[config.mk]
export PLATFORM = sky130hd
export DESIGN_NAME = delay_scan_ctrl
export DESIGN_NICKNAME = d
export VERILOG_FILES = /design/src/rtl/delay_scan_ctrl.sv
export SDC_FILE = /design/constraint.sdc
export NUM_CORES = 1
export LEC_CHECK = 0
export ABC_AREA = 0
export BUFFER_PORTS_ARGS = -buffer_cell sky130_fd_sc_hd__buf_2
export CAP_MARGIN = 40
export CORE_ASPECT_RATIO = 0.5
export CORE_MARGIN = 1.5
export CORE_UTILIZATION = 45
export CTS_CLUSTER_DIAMETER = 200
export DETAILED_ROUTE_END_ITERATION = 10
export PLACE_DENSITY = 0.78
export SYNTH_ARGS = -nofsm -noshare
export SYNTH_HDL_FRONTEND = slang
export SYNTH_SLANG_ARGS = --single-unit
[constraint.sdc]
create_clock -name clk -period 4.6 [get_ports clk]
set_input_delay 0.23 -clock clk [delete_from_list [all_inputs] [get_ports clk]]
set_output_delay 0.23 -clock clk [all_outputs]
set_load 0.05 [all_outputs]
[src/rtl/delay_scan_ctrl.sv]
// Focal-point scan sequencer: walks every element of every focal point, asks the
// delay calculator for each delay and streams the results out with a handshake.
module delay_scan_ctrl #(
  parameter int          NUM_ELEM   = 8,
  parameter logic [15:0] ELEM_X0    = 16'd0,
  parameter logic [15:0] ELEM_PITCH = 16'd4,
  parameter int          TIMEOUT    = 64
) (
  input  logic        clk,
  input  logic        reset,
  input  logic        scan_start,
  input  logic [15:0] x_focus,
  input  logic [15:0] z_first,
  input  logic [15:0] z_step,
  input  logic [7:0]  num_pts,
  output logic        calc_start,
  output logic [15:0] calc_x_i,
  output logic [15:0] calc_z_i,
  output logic [15:0] calc_x_f,
  output logic [15:0] calc_z_f,
  input  logic        calc_done,
  input  logic [7:0]  calc_delay,
  output logic        dly_valid,
  input  logic        dly_ready,
  output logic [7:0]  dly_data,
  output logic [3:0]  dly_elem,
  output logic [7:0]  dly_pt,
  output logic        dly_last,
  output logic        busy,
  output logic        scan_done,
  output logic        timeout_err
);

  localparam int          TW     = $clog2(TIMEOUT + 1);
  localparam logic [3:0]  LAST_E = 4'(NUM_ELEM - 1);
  localparam logic [TW-1:0] LAST_T = TW'(TIMEOUT - 1);

  typedef enum logic [2:0] {IDLE, ISSUE, WAIT_CALC, OUTPUT, ADVANCE, FINISH} state_t;

  state_t        state;
  logic [3:0]    e;
  logic [7:0]    p;
  logic [7:0]    num_pts_l;
  logic [15:0]   z_step_l;
  logic [TW-1:0] tcount;

  // Elements sit on the z=0 line, so the element z coordinate is a constant.
  assign calc_z_i = 16'd0;

  // Coordinates are kept as running sums so no multiplier is needed per point.
  always_ff @(posedge clk) begin
    if (reset) begin
      state       <= IDLE;
      e           <= '0;
      p           <= '0;
      num_pts_l   <= '0;
      z_step_l    <= '0;
      tcount      <= '0;
      calc_start  <= 1'b0;
      calc_x_i    <= '0;
      calc_x_f    <= '0;
      calc_z_f    <= '0;
      dly_valid   <= 1'b0;
      dly_data    <= '0;
      dly_elem    <= '0;
      dly_pt      <= '0;
      dly_last    <= 1'b0;
      busy        <= 1'b0;
      scan_done   <= 1'b0;
      timeout_err <= 1'b0;
    end else begin
      calc_start <= 1'b0;
      scan_done  <= 1'b0;
      case (state)
        IDLE: begin
          if (scan_start) begin
            timeout_err <= 1'b0;
            if (num_pts == 8'd0) begin
              scan_done <= 1'b1;
              state     <= FINISH;
            end else begin
              e         <= '0;
              p         <= '0;
              num_pts_l <= num_pts;
              z_step_l  <= z_step;
              calc_x_i  <= ELEM_X0;
              calc_x_f  <= x_focus;
              calc_z_f  <= z_first;
              busy      <= 1'b1;
              state     <= ISSUE;
            end
          end
        end
        ISSUE: begin
          calc_start <= 1'b1;
          tcount     <= '0;
          state      <= WAIT_CALC;
        end
        WAIT_CALC: begin
          if (calc_done) begin
            dly_data  <= calc_delay;
            dly_elem  <= e;
            dly_pt    <= p;
            dly_last  <= (e == LAST_E) && (p == num_pts_l - 8'd1);
            dly_valid <= 1'b1;
            state     <= OUTPUT;
          end else if (tcount == LAST_T) begin
            timeout_err <= 1'b1;
            busy        <= 1'b0;
            scan_done   <= 1'b1;
            state       <= FINISH;
          end else begin
            tcount <= tcount + 1'b1;
          end
        end
        OUTPUT: begin
          if (dly_ready) begin
            dly_valid <= 1'b0;
            dly_last  <= 1'b0;
            state     <= ADVANCE;
          end
        end
        ADVANCE: begin
          if (e != LAST_E) begin
            e        <= e + 4'd1;
            calc_x_i <= calc_x_i + ELEM_PITCH;
            state    <= ISSUE;
          end else if (p != num_pts_l - 8'd1) begin
            e        <= '0;
            p        <= p + 8'd1;
            calc_x_i <= ELEM_X0;
            calc_z_f <= calc_z_f + z_step_l;
            state    <= ISSUE;
          end else begin
            busy      <= 1'b0;
            scan_done <= 1'b1;
            state     <= FINISH;
          end
        end
        FINISH: state <= IDLE;
        default: state <= IDLE;
      endcase
    end
  end

endmodule

==> impl_metrics.yaml <==
hold_path:
  hp-class: "in -> reg"
cts:
  cts_max_level: 4
  clock-sinks: 118
  ctsHoldBuffers: 0
  ctsResizeCount: 0
  path_clk_slew_ns: 0.06
  clk_latency_ns: 0.42
  cts_tree: "done"
  cts_buffers: 17
  clock_path_buffers: 2
  cts_setup_buffers: 0
  cts-root-buf: "clkbuf_16"
setup_path:
  crit_arrival_ns: 3.28
  end_kind: "flop"
  worstPathMaxFanout: 33
  worst_setup_path_start_kind: "flop"
  worstPathRequired_ns: 4.91
  worstSetupPathType: "reg -> reg"
layout:
  fin_util_pct: 57.6
  syn_to_final_growth_pct: 23.1
  layout.nets: 968
  drive_gt1_share_pct: 21.4
  antenna_cells: 0
  final_cell_area_mm2: 0.00737
  instances_no_fill: 1061
route:
  drt-wirelength-per-cell_um: 15.3
  drt_iter0_markers: 393
  drc: 0
  avgViaCountPerCell: 5.53
  num_vias: 5869
  wl_mm: 16.2
  postRouteAntennaNets: 0
  firstDrtPassIters: 6
placed_design:
  post_dp_cell_area_mm2: 0.00671
  port_buffers: 140
  dp_hpwl_mm: 11.3
  place_ws_ns: 1.78
  dp.cells: 1029
  routabilityCongestion: 0.876
sta:
  hold_slack_ns: 0.0432
  relSlewSlack_pct: 35.9
  final.setup.tns_ns: 0
  skew_ns: 0.00848
  finalSetupViolCount: 0
  fmax_mhz: 337
  timing.final.crit_share_pct: 64.5
  hold_viol_final: 0
  tightestPinTransition_ns: 0.962
  rsz0062_at_grt: "no"
  min_period_ns: 2.96
  finalMaxSlewViolations: 0
  fin_ws_ns: 1.64
logic_synthesis:
  synth_edf_count: 0
  synth_mux_area_share_pct: 1.17
  synth-adder-area-share_pct: 4.51
  yosysUniqueCellTypes: 69
  yosys.area_share.simple_pct: 24.1
  netlist_instances: 755
  yosys_warnings: 0
  synth_top_family_by_area: "simple AND/OR/NAND/NOR gates"
  synth_compound_area_share_pct: 21.5
  ys_seq_area_share_pct: 39.4
  syn_area_per_cell_um2: 7.93
  ys_async_sr_fraction_pct: 0
  synth_seq_cells: 118
  synth_xor_area_share_pct: 2.90
  synth_ff_type: "dfxtp_1"
  syn_area_mm2: 0.00599
power:
  p_sw_share_pct: 28.8
  p_leak_nw: 3.16
  irDropWorstVdd_uv: 268
  p_switching_mw: 0.902
  p_int_mw: 2.23
  p_comb_share_pct: 16.6
  powerDensity_mw_per_mm2: 425
  p_seq_share_pct: 35.7
  clock_power_share_pct: 47.6
  total_power_mw: 3.13
grt:
  grt_overflow: 0
  grt_max_degree: 50
  antenna_found_initial: 0
  grt_pass1_wl_mm: 26.4
  grt_pass1_vias: 5406
  track_usage_pct: 23.5
floorplan:
  die_w_um: 166
  coreArea_mm2: 0.0128
  design.die.area_mm2: 0.0141
  pin_count: 159
  num_rows: 29
  start_util_pct: 46.8
  die_h_um: 84.6
job:
  max-cap-violations: 0
status:
  status: "finished clean"
-- cell type report --
cell class / instances / area (um^2)
Inverter: 15 / 56.3
Sequential cell: 118 / 2360
Multi-Input combinational cell: 579 / 3310
Fill cell: 1116 / 5430
Tap cell: 170 / 213
Clock buffer: 21 / 470
Timing Repair Buffer: 147 / 763
Clock inverter: 11 / 196
-- critical path: stages (launching register included) --
cell and delay, ns:
dfxtp_1 0.45, nor2_1 0.30, nand2_1 0.09, buf_4 0.27, o21ai_0 0.48, o21a_1 0.85
nor2_1 0.11, a311oi_1 0.31
-- registers in the layout, summed over array words and instances, names as in the netlist --
register	flops
dly_elem	4
p	8
num_pts_l	8
calc_start	1
dly_data	8
z_step_l	16
dly_pt	8
busy	1
dly_last	1
timeout_err	1
e	4
scan_done	1
calc_x_i	14
dly_valid	1
tcount	7
calc_x_f	16
state	3
calc_z_f	16
-- routing by layer --
layer	GRT usage (%)	vias to the layer above	share of wire, %
met5	0	-	0
met4	8.93	0	1.5
met3	5.75	23	7.4
met2	37.5	207	44
met1	30.8	2749	47
li1	-	2890	-
-- power by group through the flow --
stage          logic, mW  registers, mW  clock network (mW)
2_1_floorplan      0.306           1.23                   0
3_3_place_gp       0.503           1.14                   0
3_5_place_dp       0.517           1.14                   0
4_1_cts            0.519           1.12                1.51
5_1_grt            0.567           1.12                1.56
6_report           0.521           1.12                1.49
-- final timing paths --
path	startpoint	to	slack [ns]	cells past startpoint
worst min-delay path	x_focus[5]	calc_x_f[5]$_SDFFE_PP0P_	0.04	3
worst max register to register	state[0]$_SDFFE_PP0P_	calc_z_f[7]$_SDFFE_PP0P_	1.64	7
worst min register to register	tcount[6]$_SDFFE_PP0P_	tcount[6]$_SDFFE_PP0P_	0.44	2
worst max-delay path	state[0]$_SDFFE_PP0P_	calc_z_f[7]$_SDFFE_PP0P_	1.64	7
-- cells in the final DEF (no fill, tap or decap), types with 9 or more instances in the layout --
| master | instances |
|---|---|
| a211oi_1 | 12 |
| conb_1 | 18 |
| clkbuf_16 | 17 |
| nand3_1 | 15 |
| xnor2_1 | 10 |
| nor2_1 | 46 |
| o21ai_0 | 20 |
| nor3_1 | 17 |
| inv_1 | 15 |
| a311oi_1 | 11 |
| or4_1 | 9 |
| o31ai_1 | 9 |
| dfxtp_1 | 118 |
| buf_2 | 141 |
| nand2_1 | 163 |
| ha_1 | 20 |
| a21oi_1 | 102 |
| and3_1 | 11 |
| or3_1 | 9 |
-- synthesized netlist by cell type (all sizes together) (4+ instances only) --
| cell type | count | area share, % |
|---|---|---|
| nand2 | 163 | 10 |
| dfxtp | 118 | 39 |
| a21oi | 103 | 8.8 |
| nor2 | 47 | 3.0 |
| clkbuf | 34 | 2.1 |
| buf | 26 | 3.3 |
| o21ai | 21 | 1.9 |
| ha | 20 | 4.2 |
| nor3 | 18 | 1.7 |
| inv | 15 | 0.94 |
| nand3 | 15 | 1.3 |
| a211oi | 12 | 1.5 |
| a311oi | 11 | 1.6 |
| and3 | 11 | 1.1 |
| xnor2 | 10 | 1.5 |
| o31ai | 9 | 1.1 |
| or3 | 9 | 0.94 |
| or4 | 9 | 1.1 |
| xor2 | 9 | 1.4 |
| a21o | 8 | 1.0 |
| mux2i | 7 | 1.2 |
| nand4 | 6 | 0.63 |
| nor4 | 6 | 0.63 |
| and2 | 5 | 0.52 |
| nand2b | 5 | 0.52 |
| o21a | 5 | 0.63 |
| nor2b | 4 | 0.42 |
| nor3b | 4 | 0.58 |
| o211ai | 4 | 0.50 |
-- cell families (layout without fill, tap and decap cells) --
family / Yosys count / after routing
multiplexers: 7 / 7
XOR/XNOR: 19 / 19
AND/OR/NAND/NOR: 313 / 313
AO/OA/AOI/OAI: 201 / 201
adder cells (fa/ha/maj): 21 / 21
buffers and inverters: 75 / 194
flip-flops: 118 / 118
other: 1 / 18
(Power assumes the default switching activity.)
